## src/rtl/ledmatrix_pkg.sv

```systemverilog
// -----------------------------------------------------------------------------
// ledmatrix_pkg
//
// Shared definitions for the LED-matrix serial receiver.
//   - Register address map of the MAX7219-style register file.
//   - Frame-state encoding of the receiver.
//   - Bit-counter width and its saturation value.
// No ports: imported with "import ledmatrix_pkg::*;".
// -----------------------------------------------------------------------------
package ledmatrix_pkg;

    // Register address map (address field of the received word)
    localparam logic [3:0] ADDR_NOOP      = 4'h0;
    localparam logic [3:0] ADDR_DIGIT0    = 4'h1;
    localparam logic [3:0] ADDR_DECODE    = 4'h9;
    localparam logic [3:0] ADDR_INTENSITY = 4'hA;
    localparam logic [3:0] ADDR_SCANLIMIT = 4'hB;
    localparam logic [3:0] ADDR_SHUTDOWN  = 4'hC;
    localparam logic [3:0] ADDR_TEST      = 4'hF;

    // The bit counter saturates instead of wrapping, so an overlong frame
    // can never alias back to a legal length.
    localparam int               CNT_W   = 5;
    localparam logic [CNT_W-1:0] CNT_MAX = '1;

    typedef enum logic {
        IDLE,
        RECV
    } frame_state_e;

endpackage

```

## src/rtl/ledmatrix_serial_rx_sync_edge.sv

```systemverilog
// -----------------------------------------------------------------------------
// sync_edge
//
// Brings one asynchronous bus line into the slow_clk domain through a chain
// of STAGES flip-flops, then one more delay flop used for edge detection.
//
// Ports:
//   slow_clk : sampling clock
//   rst      : asynchronous, active-high reset
//   d        : raw asynchronous input
//   level    : synchronized level (last synchronizer stage)
//   rise     : one-cycle pulse, level went 0 -> 1
//   fall     : one-cycle pulse, level went 1 -> 0
//
// RST_VAL sets the value the chain and delay flop reset to. Resetting a line
// to 1 means a line already high when reset releases produces no rise; only
// a genuine low-then-high transition does.
// -----------------------------------------------------------------------------
module sync_edge #(
    parameter int   STAGES  = 2,
    parameter logic RST_VAL = 1'b0
) (
    input  logic slow_clk,
    input  logic rst,
    input  logic d,
    output logic level,
    output logic rise,
    output logic fall
);

    logic [STAGES-1:0] sync_q;
    logic              dly_q;

    // NOTE: clocked state is always assigned with <=, so every flop samples
    // the pre-edge value of its neighbour and the chain shifts one step per
    // clock regardless of statement order.
    always_ff @(posedge slow_clk or posedge rst) begin
        if (rst) begin
            sync_q <= {STAGES{RST_VAL}};
            dly_q  <= RST_VAL;
        end else begin
            sync_q <= (sync_q << 1) | STAGES'(d);
            dly_q  <= sync_q[STAGES-1];
        end
    end

    assign level = sync_q[STAGES-1];
    assign rise  = level & ~dly_q;
    assign fall  = ~level & dly_q;

endmodule

```

## src/rtl/ledmatrix_serial_rx.sv

```systemverilog
// -----------------------------------------------------------------------------
// ledmatrix_serial_rx
//
// Receiver end of the three-wire LED-matrix serial bus. Oversamples the bus
// on slow_clk, assembles BITS-bit address/data words and decodes them into a
// MAX7219-style digit and control register file. Used as a loopback checker
// and display emulator next to the transmitter.
//
// Ports:
//   slow_clk       : sampling clock, at least 4x the serial bit clock
//   rst            : asynchronous, active-high reset
//   in_ser_clk     : serial clock, data sampled on its rising edge
//   in_ser_dat     : serial data
//   in_ser_sel     : active-high frame select, high for the whole frame
//   out_digits     : digit n (1-based) at [DATA_BITS*(n-1) +: DATA_BITS]
//   out_decode     : decode-mode register (address 0x9)
//   out_intensity  : intensity register (address 0xA, data[3:0])
//   out_scanlimit  : scan-limit register (address 0xB, data[2:0])
//   out_shutdown   : 1 = shut down (address 0xC writes ~data[0])
//   out_test       : display-test register (address 0xF, data[0])
//   out_word       : last valid received word
//   out_word_valid : one-cycle pulse per frame of exactly BITS bits
//   out_frame_err  : one-cycle pulse per frame of any other length
//
// Latency from the select falling edge at the pin to registered outputs and
// pulses is SYNC_STAGES+1 slow_clk edges.
// -----------------------------------------------------------------------------
module ledmatrix_serial_rx #(
    parameter int BITS          = 16,
    parameter int ADDR_BITS     = 4,
    parameter int DATA_BITS     = 8,
    parameter int NUM_SEGS      = 8,
    parameter int SYNC_STAGES   = 2,
    parameter bit HIGHBIT_FIRST = 1'b1
) (
    input  logic                          slow_clk,
    input  logic                          rst,
    input  logic                          in_ser_clk,
    input  logic                          in_ser_dat,
    input  logic                          in_ser_sel,
    output logic [NUM_SEGS*DATA_BITS-1:0] out_digits,
    output logic [7:0]                    out_decode,
    output logic [3:0]                    out_intensity,
    output logic [2:0]                    out_scanlimit,
    output logic                          out_shutdown,
    output logic                          out_test,
    output logic [BITS-1:0]               out_word,
    output logic                          out_word_valid,
    output logic                          out_frame_err
);

    import ledmatrix_pkg::*;

    // -------------------------------------------------------------------------
    // Input synchronization. All three lines go through identical chains so
    // the data level is aligned with the detected clock edge.
    // -------------------------------------------------------------------------
    logic sel_level, sel_rise, sel_fall;
    logic clk_rise;
    logic dat_level;
    logic clk_level_unused, clk_fall_unused;
    logic dat_rise_unused, dat_fall_unused;

    // Select resets high so a frame already in progress when reset releases
    // is ignored until the next genuine rising edge of select.
    sync_edge #(
        .STAGES  (SYNC_STAGES),
        .RST_VAL (1'b1)
    ) u_sync_sel (
        .slow_clk (slow_clk),
        .rst      (rst),
        .d        (in_ser_sel),
        .level    (sel_level),
        .rise     (sel_rise),
        .fall     (sel_fall)
    );

    sync_edge #(
        .STAGES  (SYNC_STAGES),
        .RST_VAL (1'b0)
    ) u_sync_clk (
        .slow_clk (slow_clk),
        .rst      (rst),
        .d        (in_ser_clk),
        .level    (clk_level_unused),
        .rise     (clk_rise),
        .fall     (clk_fall_unused)
    );

    sync_edge #(
        .STAGES  (SYNC_STAGES),
        .RST_VAL (1'b0)
    ) u_sync_dat (
        .slow_clk (slow_clk),
        .rst      (rst),
        .d        (in_ser_dat),
        .level    (dat_level),
        .rise     (dat_rise_unused),
        .fall     (dat_fall_unused)
    );

    // -------------------------------------------------------------------------
    // Receive state, shifter, bit counter and register file
    // -------------------------------------------------------------------------
    frame_state_e            state_q;
    logic [BITS-1:0]         shift_q;
    logic [CNT_W-1:0]        bit_cnt_q;

    logic [ADDR_BITS-1:0]    rx_addr;
    logic [DATA_BITS-1:0]    rx_data;
    logic [BITS-1:0]         shift_next;

    // Address and data fields of the word currently held in the shifter;
    // bits above the address field are carried in out_word only.
    assign rx_addr = shift_q[DATA_BITS +: ADDR_BITS];
    assign rx_data = shift_q[DATA_BITS-1:0];

    // MSB-first shifts left so the first bit ends up in the word MSB;
    // LSB-first shifts right so the first bit ends up in bit 0. Either way
    // only the most recent BITS bits are kept.
    assign shift_next = HIGHBIT_FIRST ? {shift_q[BITS-2:0], dat_level}
                                      : {dat_level, shift_q[BITS-1:1]};

    // NOTE: the digit registers form a small flop array rather than a RAM,
    // and the display must come up blank, so every entry is reset; a real
    // memory macro would not be reset this way.
    always_ff @(posedge slow_clk or posedge rst) begin
        if (rst) begin
            state_q        <= IDLE;
            shift_q        <= '0;
            bit_cnt_q      <= '0;
            out_digits     <= '0;
            out_decode     <= '0;
            out_intensity  <= '0;
            out_scanlimit  <= '0;
            out_shutdown   <= 1'b1;
            out_test       <= 1'b0;
            out_word       <= '0;
            out_word_valid <= 1'b0;
            out_frame_err  <= 1'b0;
        end else begin
            // Status pulses are high for exactly the evaluation cycle.
            out_word_valid <= 1'b0;
            out_frame_err  <= 1'b0;

            case (state_q)
                IDLE: begin
                    if (sel_rise) begin
                        state_q   <= RECV;
                        shift_q   <= '0;
                        bit_cnt_q <= '0;
                    end
                end

                RECV: begin
                    if (sel_fall) begin
                        // End of frame; a clock edge in this same cycle is
                        // deliberately dropped.
                        state_q <= IDLE;
                        if (bit_cnt_q == CNT_W'(BITS)) begin
                            out_word       <= shift_q;
                            out_word_valid <= 1'b1;

                            for (int n = 0; n < NUM_SEGS; n++) begin
                                if (rx_addr == ADDR_BITS'(int'(ADDR_DIGIT0) + n)) begin
                                    out_digits[n*DATA_BITS +: DATA_BITS] <= rx_data;
                                end
                            end

                            case (rx_addr)
                                ADDR_BITS'(ADDR_DECODE):    out_decode    <= 8'(rx_data);
                                ADDR_BITS'(ADDR_INTENSITY): out_intensity <= rx_data[3:0];
                                ADDR_BITS'(ADDR_SCANLIMIT): out_scanlimit <= rx_data[2:0];
                                ADDR_BITS'(ADDR_SHUTDOWN):  out_shutdown  <= ~rx_data[0];
                                ADDR_BITS'(ADDR_TEST):      out_test      <= rx_data[0];
                                // No-op, digits and unmapped addresses only
                                // pulse out_word_valid here.
                                default: ;
                            endcase
                        end else begin
                            out_frame_err <= 1'b1;
                        end
                    end else if (clk_rise && sel_level) begin
                        shift_q <= shift_next;
                        if (bit_cnt_q != CNT_MAX) begin
                            bit_cnt_q <= bit_cnt_q + CNT_W'(1);
                        end
                    end
                end

                default: state_q <= IDLE;
            endcase
        end
    end

endmodule
```

## config.mk

```make
export PLATFORM = sky130hd
export DESIGN_NAME = ledmatrix_serial_rx
export DESIGN_NICKNAME = d
export VERILOG_FILES = /design/src/rtl/ledmatrix_pkg.sv /design/src/rtl/ledmatrix_serial_rx_sync_edge.sv /design/src/rtl/ledmatrix_serial_rx.sv
export SDC_FILE = /design/constraint.sdc
export NUM_CORES = 1
export LEC_CHECK = 0
export CORE_ASPECT_RATIO = 1.25
export CORE_MARGIN = 5
export CORE_UTILIZATION = 35
export DETAILED_ROUTE_END_ITERATION = 8
export GPL_ROUTABILITY_DRIVEN = 0
export HOLD_SLACK_MARGIN = 0.1
export PLACE_DENSITY = 0.68
export SLEW_MARGIN = 0
export SYNTH_ARGS = -nofsm -noshare
export SYNTH_HDL_FRONTEND = slang
export SYNTH_SLANG_ARGS = --single-unit
```

## constraint.sdc

```tcl
create_clock -name slow_clk -period 6.6 [get_ports slow_clk]
set_clock_uncertainty 0.1 [all_clocks]
set_input_delay 1.65 -clock slow_clk [delete_from_list [all_inputs] [get_ports slow_clk]]
set_output_delay 1.65 -clock slow_clk [all_outputs]
set_load 0.01 [all_outputs]
```

# Yosys cells after proc, flatten, opt, wreduce, memory -nomap -nowiden
# Index checks and enable logic that the tools add are counted.
# op_classes
n_addsub	1
eq_ne	19
n_mux	18
bitwise_logic	11
reduce_logical	17
# op_table
op	n
$reduce_and A4 Y1	14
$mux W16	3
$pmux W16 S2	1
$eq A4 B4 Y1 const B	6
$mux W5	4
$eq A4 B3 Y1 const B	4
$pmux W5 S2	1
$eq A4 B2 Y1 const B	2
$mux W1	8
$or A2 B1 Y2	3
$reduce_and A3 Y1	2
$add A5 B1 Y5 const B	1
$eq A5 B5 Y1 const B	1
$ne A5 B5 Y1 const B	1
$not A1 Y1	5
$eq A4 B1 Y1 const B	1
$ne A2 B1 Y1 const B	2
$ne A2 B2 Y1 const B	2
$and A1 B1 Y1	3
$pmux W1 S2	1
$logic_and A1 B1 Y1	1
# totals
reg_bits	129
input_bits	5
out_inout_bits	99
elab_cells	90

# Depth between registers and ports, before layout
# logic_depth
word_depth	6
mapped_depth	7
mapped_depth_nobuf	6

# Modules after synthesis
# A second synthesis with hierarchy kept.
# unflattened
hier_cells	358
area_unflattened_um2	5225.0
# by_module_without_submodules
module	n_inst	cells_each	area_each_um2	seq_area_each_um2
ledmatrix_serial_rx	1	340	4939.7	3029.2
sync_edge (u_sync_clk ...)	2	6	93.8	75.1
sync_edge (u_sync_sel)	1	6	97.6	78.8

# Worst setup path after synthesis
# No wires, ideal clock.
# synth_path
kind	register to output
startpoint	register out_shutdown
endpoint	output out_shutdown
arrival_ns	0.529
t_required_ns	4.850
path_slack_ns	4.321
stages_incl_launch_ff	1
n_path_buf	0
path_cell_list	dfstp_2
# synth_rtl
item	line	rtl
start: declaration	ledmatrix_serial_rx.sv:45	output logic out_shutdown,
start signal: assignment	ledmatrix_serial_rx.sv:174	ADDR_BITS'(ADDR_SHUTDOWN): out_shutdown <= ~rx_data[0];
# No word-level cell between the ends.

# Worst setup path after layout
# layout_path
startpoint	register out_shutdown
endpoint	output out_shutdown
# No word-level cell between the ends.

==> impl_metrics.csv <==
group,metric,value,unit
run_status,outcome,"complete, no violations",
power,ir_worst_vdd,128,µV
sta,relSlewSlack,19.0,%
routing,drtAntennaViolNets,0,
synthesis,ys_seq_elements,129,
placement,dp_hpwl,7.77,mm
clocking,cts_root_buf,"clkbuf_16",
clocking,insertion_delay,0.41,ns
worst_setup_path,path_buf_inv,1,
clocking,cts_setup_buffers,0,
final_layout,register_area,3230,µm²
routing,avgRoutedWirePerCell,18.6,µm
synthesis,synth_top_area_share,62.5,%
grt,gr-usage-met1,17.9,%
die,ios,104,
clocking,cts.hold.buffers_added,0,
sta,setup_viol,0,
synthesis,synth_fp_nets,326,
sta,layout_worst_path_cycle_share,48.6,%
grt,antenna_found_initial,0,
worst_hold_path,hold_class,"reg2reg",
routing,via_per_inst,4.92,
clocking,htreeDepth,4,
routing,drtIter0Drc,169,
final_layout,area_delta_synth_final,35.2,%
power,powerDensity,267,nW/µm²
clocking,clkTransAtPathRegs,0.05,ns
clocking,numClockSinks,129,
worst_setup_path,path_class,"reg2out",
worst_setup_path,slowest_stage,"dfstp_2",
worst_setup_path,max_stage_delay,0.53,ns
synthesis,synth_cells,318,
worst_setup_path,cp_top_family,"flip-flops",
final_layout,n_antenna_cell,0,
final_layout,final_common_cell,"dfrtp_1",
placement,numPortBuffers,103,
die,core_area,14200,µm²
worst_setup_path,path_cells,"clkdlybuf4s50_1",
final_layout,fillers,1304,
synthesis,ys.warnings.count,0,
die,die_x,117,µm
sta,hold_viol_final,0,
sta,slew_violations,0,
routing,drc_errors,0,
grt,met3_usage,3.96,%
sta,grt_setup_unrepaired,"false",
clocking,cts_tree,"yes",
grt,grt_pass1_wl,18.4,mm
routing,routed_wl,11.4,mm
routing,num_vias,3023,
final_layout,multiInputGateArea,1650,µm²
clocking,cts_buffers,17,
sta,worstMarginPinSlew,1.21,ns
synthesis,seq_area_frac_synth,64.6,%
sta,fin_tns_setup,0,ns
die,dieArea,16800,µm²
clocking,ctsLongestPathBuffers,2,
worst_setup_path,cp.required,4.85,ns
die,initial_core_util,35.2,%
grt,grtUsageMet2,24.5,%
sta,period_needed,3.21,ns
power,p_total,1810,µW
grt,grt_pass1_vias,3319,
die,rows,49,
grt,grt-ovfl-total,0,
synthesis,syn_avg_cell_area,15.7,µm²
grt,grt_max_degree,85,
job,cap_violations,0,
synthesis,synth_area,5010,µm²
sta,timing.hold.ws,0.245,ns
clocking,cts_resized,0,
final_layout,layout-drive-gt1-share,33.5,%
die,die_y,144,µm
synthesis,ys_top_cells_by_area,"dfrtp_1 62%, mux2_2 22%, a22o_1 2.8%, nand4_2 2.2%, dfstp_2 2.1%",
grt,grtUsageTotal,14.6,%
final_layout,nets,431,
power,p_leak,0.00326,µW
synthesis,yosysUniqueCellTypes,31,
worst_setup_path,cp_max_fo,2,
worst_setup_path,endpoint_kind,"output port",
final_layout,final_cell_mix,"125 x dfrtp_1, 103 x clkdlybuf4s50_1, 96 x mux2_2",
synthesis,synth_top_area_cell,"dfrtp_1",
routing,drt-pass1-iter-count,4,
worst_setup_path,start_kind,"flip-flop",
grt,top_usage_layer,"met2",
sta,fmax,312,MHz
worst_setup_path,critPathArrivalTime,1.46,ns
## per-stage QoR
step | setup slack [ns] | instance area, µm² | instances | utilization (%)
floorplan | 1.42 | 5010 | 318 | -
global placement | 3.01 | 6170 | 582 | 43.4
detailed placement | 2.96 | 6170 | 582 | 43.4
CTS | 3.36 | 6770 | 614 | 47.6
global route | 3.17 | 6770 | 614 | 47.6
finish | 3.39 | 6770 | 614 | 47.6
## layout make-up
type / count / area share (%)
flip-flops and latches: 129 / 47.8
multi-input cells: 164 / 24.4
inverters: 7 / 0.425
well taps: 178 / 3.29
clock buffers: 19 / 6.54
repair buffers: 104 / 15.3
clock inverters: 13 / 2.25
## flip-flops by register name, summed over array words and instances, names as in the netlist, 2 cells and up
name / cells
out_digits: 64
out_word: 16
shift_q: 16
out_decode: 8
bit_cnt_q: 5
out_intensity: 4
out_scanlimit: 3
u_sync_clk.sync_q: 2
u_sync_dat.sync_q: 2
u_sync_sel.sync_q: 2
## worst paths after layout
check | end | slack [ns] | cells after the start | startpoint
worst max-delay path | out_shutdown | 3.39 | 1 | out_shutdown
worst max register to register | out_digits[58] | 4.29 | 3 | state_q
max in group asynchronous | out_digits[31] | 3.49 | 3 | rst
worst min register to register | u_sync_clk.sync_q[1] | 0.24 | 0 | u_sync_clk.sync_q[0]
min in group asynchronous | out_word[14] | 1.74 | 2 | rst
worst min-delay path | u_sync_clk.sync_q[1] | 0.24 | 0 | u_sync_clk.sync_q[0]
## power by group
group | internal, µW | leakage, µW | total, µW | switching, µW
Combinational | 19.6 | 0.00121 | 54.5 | 34.9
Clock | 573 | 0.000281 | 924 | 352
Sequential | 806 | 0.00177 | 826 | 20.2
## synth_stat cells
cell type / count
and3b_1: 2
clkbuf_1: 10
ha_1: 3
nand3b_1: 1
and3_1: 2
a22o_1: 16
a21bo_2: 1
mux2_2: 96
dfstp_2: 4
maj3_1: 1
buf_2: 2
buf_4: 3
nand2_1: 3
nand2_2: 1
o21ai_1: 2
and2_0: 1
buf_6: 2
inv_1: 7
nor2b_1: 6
a211o_1: 1
buf_1: 1
mux2i_1: 3
and4bb_2: 2
nand4_2: 9
nor2_1: 4
o221ai_1: 1
and2_1: 2
dfrtp_1: 125
nand4_1: 5
o2bb2ai_1: 1
o2111a_1: 1
## cells by family (layout without fill, tap and decap cells)
kind of cell	Yosys count	after routing	share of synthesized area (%)
flip-flops	129	129	64.6
multiplexers	99	99	22.2
AND/OR/NAND/NOR	38	38	5.90
buffers and inverters	25	143	2.45
AO/OA/AOI/OAI	23	23	3.95
adder cells (fa/ha/maj)	4	4	0.950
## per-layer routing
layer  vias to the layer above  share of wire (%)
li1                       1357                  -
met5                         -                  0
met4                         0                1.2
met2                        79                 52
met3                         9                3.8
met1                      1578                 43
Power figures use the tool's default switching activity.
